**src/rtl/cp0_exc_unit.sv**
```systemverilog
// -----------------------------------------------------------------------------
// cp0_exc_unit
// Coprocessor-0 exception responder for a five-stage MIPS pipeline (M stage).
// It decides whether the M-stage instruction traps or an external interrupt
// is taken. It raises Req so the pipeline flushes and fetch jumps to EntryPC.
// It also holds SR, Cause, EPC and PRId for mfc0 / mtc0 / eret.
//
// Optional feature: define CP0_COUNT_EN to build the free-running Count
// register (CP0 register 9). When it is undefined, address 9 reads 0 and
// writes to it are ignored.
//
// Ports
//   clk        in   1   system clock, rising-edge state updates
//   reset      in   1   asynchronous, active-low reset
//   en         in   1   mtc0 write enable
//   addr       in   5   CP0 register number (9, 12, 13, 14, 15 implemented)
//   wdata      in  32   mtc0 write data
//   rdata      out 32   mfc0 read data (combinational)
//   PCIn       in  32   PC of the M-stage instruction
//   BDIn       in   1   M-stage instruction is in a branch delay slot
//   ExcCodeIn  in   5   exception code of the M-stage instruction (0 = none)
//   HWInt      in   6   level-sensitive hardware interrupt lines
//   eretIn     in   1   M-stage instruction is eret
//   Req        out  1   take exception / interrupt this cycle (combinational)
//   EntryPC    out 32   handler entry address
//   EPCOut     out 32   eret return address, bypassing a same-cycle mtc0 EPC
// -----------------------------------------------------------------------------
module cp0_exc_unit #(
  parameter logic [31:0] EXC_ENTRY  = 32'h0000_4180,
  parameter logic [31:0] PRID_VALUE = 32'h0000_2024
) (
  input  logic        clk,
  input  logic        reset,
  input  logic        en,
  input  logic [4:0]  addr,
  input  logic [31:0] wdata,
  output logic [31:0] rdata,
  input  logic [31:0] PCIn,
  input  logic        BDIn,
  input  logic [4:0]  ExcCodeIn,
  input  logic [5:0]  HWInt,
  input  logic        eretIn,
  output logic        Req,
  output logic [31:0] EntryPC,
  output logic [31:0] EPCOut
);

  localparam logic [4:0] ADDR_COUNT = 5'd9;
  localparam logic [4:0] ADDR_SR    = 5'd12;
  localparam logic [4:0] ADDR_CAUSE = 5'd13;
  localparam logic [4:0] ADDR_EPC   = 5'd14;
  localparam logic [4:0] ADDR_PRID  = 5'd15;

  // Return address word (PC[31:2]); a delay-slot instruction resumes at its branch.
  function automatic logic [29:0] f_epc_word(input logic [31:0] pc, input logic bd);
    logic [31:0] ret_pc;
    ret_pc = bd ? (pc - 32'd4) : pc;
    return ret_pc[31:2];
  endfunction

  // SR fields
  logic [5:0]  r_sr_im;
  logic        r_sr_exl;
  logic        r_sr_ie;
  // Cause fields
  logic        r_cause_bd;
  logic [5:0]  r_cause_ip;
  logic [4:0]  r_cause_exc;
  // EPC word address (low two bits are always 0)
  logic [29:0] r_epc;

  logic        w_int_req;
  logic        w_exc_req;
  logic        w_req;
  logic        w_wr_sr;
  logic        w_wr_epc;
  logic [31:0] w_sr;
  logic [31:0] w_cause;
  logic [31:0] w_epc;

  // Request decode: an exception level already in progress masks everything.
  always_comb begin
    w_int_req = (|(HWInt & r_sr_im)) & r_sr_ie & ~r_sr_exl;
    w_exc_req = (ExcCodeIn != 5'd0) & ~r_sr_exl;
    // reset gates Req so a held-in-reset pipeline never redirects
    w_req     = (w_int_req | w_exc_req) & reset;
    // a taken request squashes the M-stage mtc0
    w_wr_sr   = en & (addr == ADDR_SR) & ~w_req;
    w_wr_epc  = en & (addr == ADDR_EPC) & ~w_req;
  end

  // Architectural views of the packed registers.
  always_comb begin
    w_sr    = {16'h0000, r_sr_im, 8'h00, r_sr_exl, r_sr_ie};
    w_cause = {r_cause_bd, 15'h0000, r_cause_ip, 3'b000, r_cause_exc, 2'b00};
    w_epc   = {r_epc, 2'b00};
  end

  // SR: exception entry sets EXL; otherwise mtc0 applies first and eret clears EXL.
  always_ff @(posedge clk or negedge reset) begin
    if (!reset) begin
      r_sr_im  <= 6'd0;
      r_sr_exl <= 1'b0;
      r_sr_ie  <= 1'b0;
    end else if (w_req) begin
      r_sr_exl <= 1'b1;
    end else begin
      if (w_wr_sr) begin
        r_sr_im <= wdata[15:10];
        r_sr_ie <= wdata[0];
      end else begin
        r_sr_im <= r_sr_im;
        r_sr_ie <= r_sr_ie;
      end
      if (eretIn) begin
        r_sr_exl <= 1'b0;
      end else if (w_wr_sr) begin
        r_sr_exl <= wdata[1];
      end else begin
        r_sr_exl <= r_sr_exl;
      end
    end
  end

  // Cause: IP tracks the interrupt lines every edge; BD/ExcCode latch on entry.
  always_ff @(posedge clk or negedge reset) begin
    if (!reset) begin
      r_cause_bd  <= 1'b0;
      r_cause_ip  <= 6'd0;
      r_cause_exc <= 5'd0;
    end else begin
      r_cause_ip <= HWInt;
      if (w_req) begin
        r_cause_bd  <= BDIn;
        // an interrupt wins over a simultaneous exception and reports code 0
        r_cause_exc <= w_int_req ? 5'd0 : ExcCodeIn;
      end else begin
        r_cause_bd  <= r_cause_bd;
        r_cause_exc <= r_cause_exc;
      end
    end
  end

  // EPC: captured on entry, otherwise writable by mtc0.
  always_ff @(posedge clk or negedge reset) begin
    if (!reset) begin
      r_epc <= 30'd0;
    end else if (w_req) begin
      r_epc <= f_epc_word(PCIn, BDIn);
    end else if (w_wr_epc) begin
      r_epc <= wdata[31:2];
    end else begin
      r_epc <= r_epc;
    end
  end

`ifdef CP0_COUNT_EN
  logic [31:0] r_count;
  logic        w_wr_count;

  // Count load strobe; a taken request squashes it like any other mtc0.
  always_comb begin
    w_wr_count = en & (addr == ADDR_COUNT) & ~w_req;
  end

  // Count: free-running wrap-around counter; a load replaces this edge's increment.
  always_ff @(posedge clk or negedge reset) begin
    if (!reset) begin
      r_count <= 32'd0;
    end else if (w_wr_count) begin
      r_count <= wdata;
    end else begin
      r_count <= r_count + 32'd1;
    end
  end
`endif

  // mfc0 read mux: returns the pre-edge value of the addressed register.
  always_comb begin
    rdata = 32'd0;
    case (addr)
`ifdef CP0_COUNT_EN
      ADDR_COUNT: rdata = r_count;
`endif
      ADDR_SR:    rdata = w_sr;
      ADDR_CAUSE: rdata = w_cause;
      ADDR_EPC:   rdata = w_epc;
      ADDR_PRID:  rdata = PRID_VALUE;
      default:    rdata = 32'd0;
    endcase
  end

  // Pipeline-facing outputs; EPCOut forwards an in-flight mtc0 EPC so a
  // directly following eret sees the new return address.
  always_comb begin
    Req     = w_req;
    EntryPC = EXC_ENTRY;
    if (en && (addr == ADDR_EPC)) begin
      EPCOut = {wdata[31:2], 2'b00};
    end else begin
      EPCOut = w_epc;
    end
  end

endmodule

```
**config.mk**
```make
export PLATFORM = sky130hd
export DESIGN_NAME = cp0_exc_unit
export DESIGN_NICKNAME = d
export VERILOG_FILES = /design/src/rtl/cp0_exc_unit.sv
export SDC_FILE = /design/constraint.sdc
export NUM_CORES = 1
export LEC_CHECK = 0
export ABC_AREA = 1
export BUFFER_PORTS_ARGS = -buffer_cell sky130_fd_sc_hd__buf_2
export CAP_MARGIN = 15
export CORE_MARGIN = 4
export CORE_UTILIZATION = 25
export DETAILED_ROUTE_END_ITERATION = 12
export GPL_TIMING_DRIVEN = 1
export PLACE_DENSITY = 0.45
export SYNTH_ARGS = -nofsm -noshare
export SYNTH_HDL_FRONTEND = slang
export SYNTH_SLANG_ARGS = --single-unit
```
**constraint.sdc**
```tcl
create_clock -name clk -period 1.9 [get_ports clk]
set_input_delay 0.095 -clock clk [delete_from_list [all_inputs] [get_ports clk]]
set_output_delay 0.095 -clock clk [all_outputs]
set_load 0.05 [all_outputs]
```
After elaboration in Yosys (flattened, before gate mapping)
Index checks and enable logic that the tools add are counted.
Storage, ports and cells
  register bits after elaboration: 50
  bits of input ports: 85
  logic and storage cells: 39
Operators by class
  add/sub/neg operators: 1
  equal/unequal tests: 4
  muxes and demuxes: 9
  bitwise operators: 12
  reductions and logical operators: 6
Operator list (number)
  one-hot mux 32 bit (4 select lines): 1
  two-way mux 32 bit: 2
  two-way mux 30 bit: 2
  subtractor 32 x 3 -> 32 bit (second input constant): 1
  == test 5 x 4 -> 1 bit (second input constant): 4
  AND 1 bit: 8
  AND 6 bit: 1
  OR reduction 6 bit: 1
  two-way mux 5 bit: 1
  nonzero test 5 bit: 1
  two-way mux 1 bit: 3
  nonzero test 3 bit: 1
  NOT 1 bit: 2
  AND reduction 2 bit: 1
  nonzero test 2 bit: 1
  logical AND 1 bit: 1
  bitwise OR 1 bit: 1

Logic depth before layout (Yosys ltp)
Gate-level depths: netlist of the first run.
  depth after elaboration: 11
  gate-level depth with buffers: 13
  gate-level depth less buffers: 13

Least setup slack after synthesis of the first run
Ideal clock, no wire load.
  path kind: input -> output
  start: in addr[1]
  end: out EPCOut[14]
  arrival time: 1.650 ns
  data required time: 1.805 ns
  path slack: 0.155 ns
  stages: 6
  path buffers: 1
  cell sequence: inv_1 -> nor2_4 -> nand2_4 -> nor2_8 -> buf_2 -> o21ai_0
Between the ends
  cells in the longest elaborated chain, start to end: 3
Ends and longest elaborated chain
  start, declared: line 35  | input logic [4:0] addr,
  == test 5 x 4 -> 1 bit: line 198  | if (en && (addr == ADDR_EPC)) begin
  logical AND 1 bit: line 198
  two-way mux 32 bit: line 198
  end, declared: line 45  | output logic [31:0] EPCOut
No other way between the ends.

Final worst setup path of the first run
  start: in HWInt[5]
  end: out Req
Between the ends
  cells in the longest elaborated chain, start to end: 6
Ends and longest elaborated chain
  start, declared: line 41  | input logic [5:0] HWInt,
  AND 6 bit: line 83  | w_int_req = (|(HWInt & r_sr_im)) & r_sr_ie & ~r_sr_exl;
  OR reduction 6 bit: line 83
  AND 1 bit (2 in a row): line 83
  bitwise OR 1 bit: line 86  | w_req = (w_int_req | w_exc_req) & reset;
  AND 1 bit: line 86
  end, declared: line 43  | output logic Req,
No other way between the ends.

==> results of run 1 <==
-- kinds of logic after synthesis --
group / Yosys count / synth area share
adder cells (fa/ha/maj): 1 / 0.00323
AND/OR/NAND/NOR: 325 / 0.351
XOR/XNOR: 17 / 0.0384
buffers and inverters: 120 / 0.166
AO/OA/AOI/OAI: 74 / 0.116
flip-flops: 50 / 0.323
other: 2 / 0.00194
-- sequential cells by signal, summed over array words and instances, names as in the netlist --
register and cells:
r_cause_bd 1, r_cause_exc 5, r_cause_ip 6, r_epc 30
r_sr_exl 1, r_sr_ie 1, r_sr_im 6
-- repair_timing --
item,in CTS,in global routing
resized for setup,1,4
cloned,0,1
endpoints found under the setup margin,1,9
setup buffers,0,1
hold buffers,7,0
hold endpoints to repair,17,0
pin swaps,0,1
-- per-layer routing --
metal / GRT usage / part of all wire
met1: 0.217 / 0.50
met4: 0.0173 / 0.0029
met2: 0.237 / 0.44
met5: 0 / 0
met3: 0.0308 / 0.058
-- cells in the final DEF (no fill, tap or decap), types with 3 or more instances in the layout --
| cell | count |
|---|---|
| nand2_1 | 188 |
| buf_2 | 144 |
| nor2_1 | 74 |
| inv_1 | 66 |
| dfrtp_1 | 50 |
| nand3_1 | 37 |
| conb_1 | 34 |
| o21ai_1 | 28 |
| o21ai_0 | 22 |
| o21ai_2 | 13 |
| xor2_1 | 12 |
| buf_4 | 11 |
| dlygate4sd3_1 | 7 |
| clkbuf_16 | 6 |
| xnor2_1 | 5 |
| nand2_2 | 4 |
| nand4_1 | 4 |
| and2_1 | 4 |
| nor2_4 | 3 |
| o211ai_1 | 3 |
| nor2_2 | 3 |
| nand3b_1 | 3 |
| o21bai_1 | 3 |
| buf_12 | 3 |
-- power by group through the flow --
stage / Sequential, mW / Clock [mW] / Combinational, mW
floorplan: 1.38 / 0 / 1.45
global placement: 1.42 / 0 / 1.88
detailed placement: 1.43 / 0 / 1.89
CTS: 1.41 / 1.05 / 1.91
global route: 1.44 / 1.09 / 2.10
finish: 1.41 / 1.02 / 1.93
-- cells in the mapped netlist, types with 2 or more instances --
| cell type | instances | area, sq um |
|---|---|---|
| a32o_1 | 2 | 20.0 |
| and2_1 | 4 | 25.0 |
| buf_2 | 7 | 35.0 |
| buf_4 | 35 | 263 |
| buf_6 | 7 | 78.8 |
| clkbuf_1 | 3 | 11.3 |
| conb_1 | 2 | 7.51 |
| dfrtp_1 | 50 | 1250 |
| inv_1 | 66 | 248 |
| nand2_1 | 190 | 713 |
| nand2_2 | 3 | 18.8 |
| nand3_1 | 37 | 185 |
| nand3b_1 | 3 | 22.5 |
| nand4_1 | 4 | 25.0 |
| nor2_1 | 74 | 278 |
| nor2_2 | 3 | 18.8 |
| nor2_4 | 3 | 33.8 |
| o211ai_1 | 3 | 22.5 |
| o21ai_0 | 22 | 110 |
| o21ai_1 | 28 | 140 |
| o21ai_2 | 13 | 114 |
| o21bai_1 | 3 | 22.5 |
| xnor2_1 | 5 | 43.8 |
| xor2_1 | 12 | 105 |
-- final timing paths --
path / startpoint / endpoint / slack [ns] / cells after the start
max: HWInt[5] / Req / 0.09 / 11
min: wdata[14] / r_sr_im[4] / 0.05 / 3
max reg2reg: r_sr_im[0] / r_epc[14] / 0.18 / 11
min reg2reg: r_sr_ie / r_sr_ie / 0.48 / 2
max in group asynchronous: reset / r_epc[21] / 0.76 / 3
min in group asynchronous: reset / r_epc[3] / 0.27 / 2
-- critical path: cells and delay by family --
family,cells,cell delay [ns]
simple gates,5,0.42
buf+inv,5,1.12
compound gates,1,0.07
-- cell type report --
type / instances / area [sq um] / share of cell area
Inverter: 67 / 251 / 0.0504
Multi-Input combinational cell: 451 / 2120 / 0.424
Tap cell: 188 / 235 / 0.0471
Timing Repair Buffer: 167 / 970 / 0.194
Clock buffer: 6 / 129 / 0.0258
Sequential cell: 50 / 1250 / 0.251
Clock inverter: 2 / 37.5 / 0.00752
-- metrics by stage --
stage,hold WS (ns),setup WS [ns],cell area [sq um]
after detailed placement,0.0275,0.0967,4700
final,0.0507,0.0890,4990
after CTS,0.0532,0.0134,4940
after floorplan,-0.201,0.155,4000
after global routing,0.0851,0.00503,4990
after global placement,0.0225,0.129,4700
==> impl_metrics.py, run 1 <==
metrics = {
    "detailed_routing": {
        "drc": 0,
        "drtIter0Drc": 223,
        "drt-total-wl_microns": 13600,
        "dr_total_vias": 4033,
        "wl_per_cell_microns": 14.6,
        "firstDrtPassIters": 4,
        "ant_nets": 0,
        "viasPerCell": 4.33,
    },
    "timing": {
        "tightest_slew_ns": 0.524,
        "maxSlewViolCount": 0,
        "fmax_mhz": 552,
        "slew_headroom": 0.651,
        "period_share": 0.953,
        "period_needed_ns": 1.81,
        "finalSetupViolCount": 0,
        "tns_ns": 0,
        "rsz0062_at_grt": "false",
        "hold_viol": 0,
        "skew_ns": 0.00812,
    },
    "pwr": {
        "combPwrFrac": 0.442,
        "p_per_area_nw_per_um2": 873,
        "switching_share": 0.448,
        "p_switching_mw": 1.95,
        "ir_worst_vdd_uv": 390,
        "power.leakage_nw": 2.73,
        "power.internal_mw": 2.41,
        "p_total_mw": 4.36,
        "power_frac_seq": 0.324,
        "clockPowerShare": 0.234,
    },
    "floorplan": {
        "boundaryPins": 182,
        "die-area_sq_um": 17600,
        "chipWidth_microns": 133,
        "fp.coreArea_sq_um": 15200,
        "die_h_microns": 133,
        "initial_core_util": 0.255,
        "placementRows": 45,
    },
    "synthesis": {
        "syn_area_per_cell_sq_um": 6.58,
        "ys_seq_elements": 50,
        "synthDistinctLibCells": 34,
        "synth_cells": 589,
        "synth_area_sq_um": 3880,
        "synth_edf_count": 0,
        "seq_area_frac_synth": 0.323,
        "synth_warnings": 0,
        "synth-async-reset-ratio": 1.00,
        "ys.flop_type": "dfrtp_1",
    },
    "global_routing": {
        "grt_antenna_before_repair": 0,
        "grt_pass1_wl_microns": 21300,
        "grt_max_degree": 40,
        "first_global_vias": 4067,
        "grt_usage": 0.149,
        "grt.overflow.total": 0,
    },
    "finish": {
        "final_cells": 931,
        "post-route-util": 0.328,
        "nNetsFinal": 828,
        "area_growth_pct": 28.8,
        "drive_gt1_frac": 0.262,
        "antenna_cells": 0,
        "fillers": 1721,
    },
    "placement": {
        "dp.cells": 914,
        "dp_hpwl_microns": 10900,
        "port_buffers": 145,
        "place_congestion": 0.885,
    },
    "clock_tree": {
        "root_buffer": "clkbuf_16",
        "clk_pin_slew_ns": 0.07,
        "numCtsBuffers": 5,
        "cts_htree_levels": 2,
        "cts_tree": "done",
        "clock_latency_ns": 0.29,
        "clock_path_buffers": 2,
        "cts_sinks": 50,
    },
    "status": {
        "status": "finished clean",
    },
    "worst_setup_path": {
        "crit_slowest_cell": "dlygate4sd3_1",
        "slowest_delay_ns": 0.53,
        "timing.critical_path.cells": "dlygate4sd3_1 > buf_2 > nand2_1 > nand2_1 > nor2_1 > nand3_1 > nand2_2 > buf_4 > a21oi_4 > buf_12 > buf_6",
        "crit_arrival_ns": 1.72,
        "cp.required_ns": 1.80,
        "path_common_cell": "nand2_1",
        "endpoint_kind": "output port",
        "crit_path_start_kind": "primary input",
        "path_max_fanout": 11,
        "critPathKind": "primary input to output port",
    },
    "flow_run": {
        "drv_cap": 0,
    },
    "hold_path": {
        "hold_path.class": "primary input to register",
    },
}
(Power assumes the default switching activity.)
==> inputs of run 2 (changes only) <==
PLACE_DENSITY = 0.54   (was 0.45)
==> run 2 against run 1 <==
- final area is 0.33% higher
- sequential share of layout area is 0.081 points lower
- non-clock buffer count fell by 2
- first-iteration DRC count decreased by 13%
- worst setup slack better by 0.028 ns
- die area stayed put
- critical endpoint unchanged
==> impl_metrics.py, run 2 (synthesized netlist as in run 1, its figures left out) <==
metrics = {
    "status": {
        "status": "finished clean",
    },
    "pwr": {
        "ir_worst_vdd_uv": 322,
        "combPwrFrac": 0.440,
        "power_frac_seq": 0.314,
        "power.leakage_nw": 2.74,
        "p_per_area_nw_per_um2": 885,
        "clockPowerShare": 0.246,
        "p_total_mw": 4.43,
        "switching_share": 0.447,
        "power.internal_mw": 2.45,
        "p_switching_mw": 1.98,
    },
    "floorplan": {
        "die_h_microns": 133,
        "fp.coreArea_sq_um": 15200,
        "chipWidth_microns": 133,
        "placementRows": 45,
        "initial_core_util": 0.255,
        "boundaryPins": 182,
        "die-area_sq_um": 17600,
    },
    "timing": {
        "rsz0062_at_grt": "false",
        "tns_ns": 0,
        "period_needed_ns": 1.78,
        "hold_viol": 0,
        "finalSetupViolCount": 0,
        "postLayoutSetupSlackWorst_ns": 0.117,
        "skew_ns": 0.00569,
        "slew_headroom": 0.561,
        "fmax_mhz": 561,
        "period_share": 0.938,
        "maxSlewViolCount": 0,
        "holdWs_ns": 0.0452,
        "tightest_slew_ns": 0.659,
    },
    "placement": {
        "port_buffers": 145,
        "dp.cells": 914,
        "place_congestion": 0.887,
        "dp_hpwl_microns": 10500,
        "placedInstanceArea_sq_um": 4750,
        "dp_slack_ns": 0.133,
    },
    "worst_setup_path": {
        "r2r_slack_ns": 0.28,
        "critPathKind": "primary input to output port",
        "cp-endpoint": "Req",
        "cpLargestDelayFamily": "buffers and inverters",
        "timing.critical_path.cells": "dlygate4sd3_1 > buf_2 > nand2_1 > nand2_1 > nor2_1 > nand3_1 > nand2_4 > a21oi_4 > buf_12 > buf_4",
        "path_max_fanout": 22,
        "reg2reg_depth": 11,
        "startpoint": "HWInt[2]",
        "r2r-start": "r_sr_im[0]",
        "worst-path-buf-inv": 4,
        "path_common_cell": "nand2_1",
        "endpoint_kind": "output port",
        "slowest_delay_ns": 0.54,
        "crit_cells": 10,
        "reg2reg_to": "r_epc[8]",
        "crit_arrival_ns": 1.69,
        "crit_slowest_cell": "dlygate4sd3_1",
        "crit_path_start_kind": "primary input",
        "cp.required_ns": 1.80,
    },
    "detailed_routing": {
        "drtIter0Drc": 195,
        "drt-total-wl_microns": 12900,
        "firstDrtPassIters": 4,
        "wl_per_cell_microns": 13.8,
        "ant_nets": 0,
        "viasPerCell": 4.27,
        "dr_total_vias": 3965,
        "drc": 0,
    },
    "global_routing": {
        "grt_max_degree": 48,
        "grt_antenna_before_repair": 0,
        "first_global_vias": 3745,
        "grt_usage": 0.143,
        "grt_pass1_wl_microns": 20100,
        "grt.overflow.total": 0,
    },
    "clock_tree": {
        "root_buffer": "clkbuf_16",
        "post-cts-setup-buffers": 0,
        "cts_tree": "done",
        "cts_htree_levels": 2,
        "clock_latency_ns": 0.30,
        "clk_pin_slew_ns": 0.07,
        "numCtsBuffers": 5,
        "cts_sinks": 50,
        "clock_path_buffers": 2,
    },
    "finish": {
        "largest-register": "r_epc",
        "final_common_cell": "nand2_1",
        "antenna_cells": 0,
        "nNetsFinal": 826,
        "finalInstanceArea_sq_um": 5010,
        "final_cell_mix": "nand2_1, buf_2, nor2_1",
        "largest_reg_flops": 30,
        "post-route-util": 0.330,
        "top_regs": "r_epc (30), r_cause_ip (6), r_sr_im (6)",
        "area_growth_pct": 29.2,
        "drive_gt1_frac": 0.262,
        "final_cells": 929,
    },
    "hold_path": {
        "hold_path.class": "primary input to register",
    },
    "flow_run": {
        "drv_cap": 0,
    },
}
[run 2: cell types whose count changed in the layout (fill, tap and decap cells not counted)]
| cell | delta |
|---|---|
| clkbuf_16 | -1 |
| inv_8 | +1 |
| buf_2 | -3 |
| buf_12 | +3 |
| buf_6 | -1 |
| clkbuf_1 | -1 |
[run 2: tightest hold or removal path: cells and delay by family]
family	cells	cell delay, ns
AND/OR/NAND/NOR	2	0.13
buffers and inverters	1	0.10
[run 2: layout make-up]
| type | instances | area (sq um) |
|---|---|---|
| clock inverter | 3 | 48.8 |
| sequential | 50 | 1250 |
| fill | 1717 | 10200 |
| timing repair buffer | 165 | 978 |
| tap | 188 | 235 |
| multi-input combinational | 451 | 2120 |
| inverter | 67 | 251 |
| clock buffer | 5 | 125 |
[run 2: layer usage]
layer / vias to the layer above / global-route usage / wire length [microns]
met5: - / 0 / 0
met4: 0 / 0.0294 / 103
met3: 8 / 0.0331 / 826
li1: 2063 / - / -
met2: 116 / 0.231 / 5860
met1: 1778 / 0.197 / 6060
[run 2: how the worst min path moves through the flow]
stage                     depth (start not counted)              to  startpoint  slack [ns]
after floorplan                                   0      r_cause_bd       reset       -0.20
after global placement                            1  r_cause_exc[2]       reset       -0.07
after detailed placement                          1  r_cause_exc[2]       reset       -0.07
after CTS                                         3      r_sr_im[4]   wdata[14]        0.04
after global routing                              3         r_sr_ie    wdata[0]        0.07
final                                             3      r_sr_im[4]   wdata[14]        0.05
[run 2: power groups by stage]
stage	registers, mW	logic (mW)	clock network, mW
after global placement	1.41	1.94	0
after floorplan	1.38	1.45	0
final	1.39	1.95	1.09
after global routing	1.42	2.12	1.18
after CTS	1.40	1.96	1.13
after detailed placement	1.42	1.95	0
[run 2: what timing repair did]
action	CTS	global route
gates resized for setup	0	5
endpoints found under the hold margin	9	0
setup endpoints to repair	0	8
hold buffers	7	0
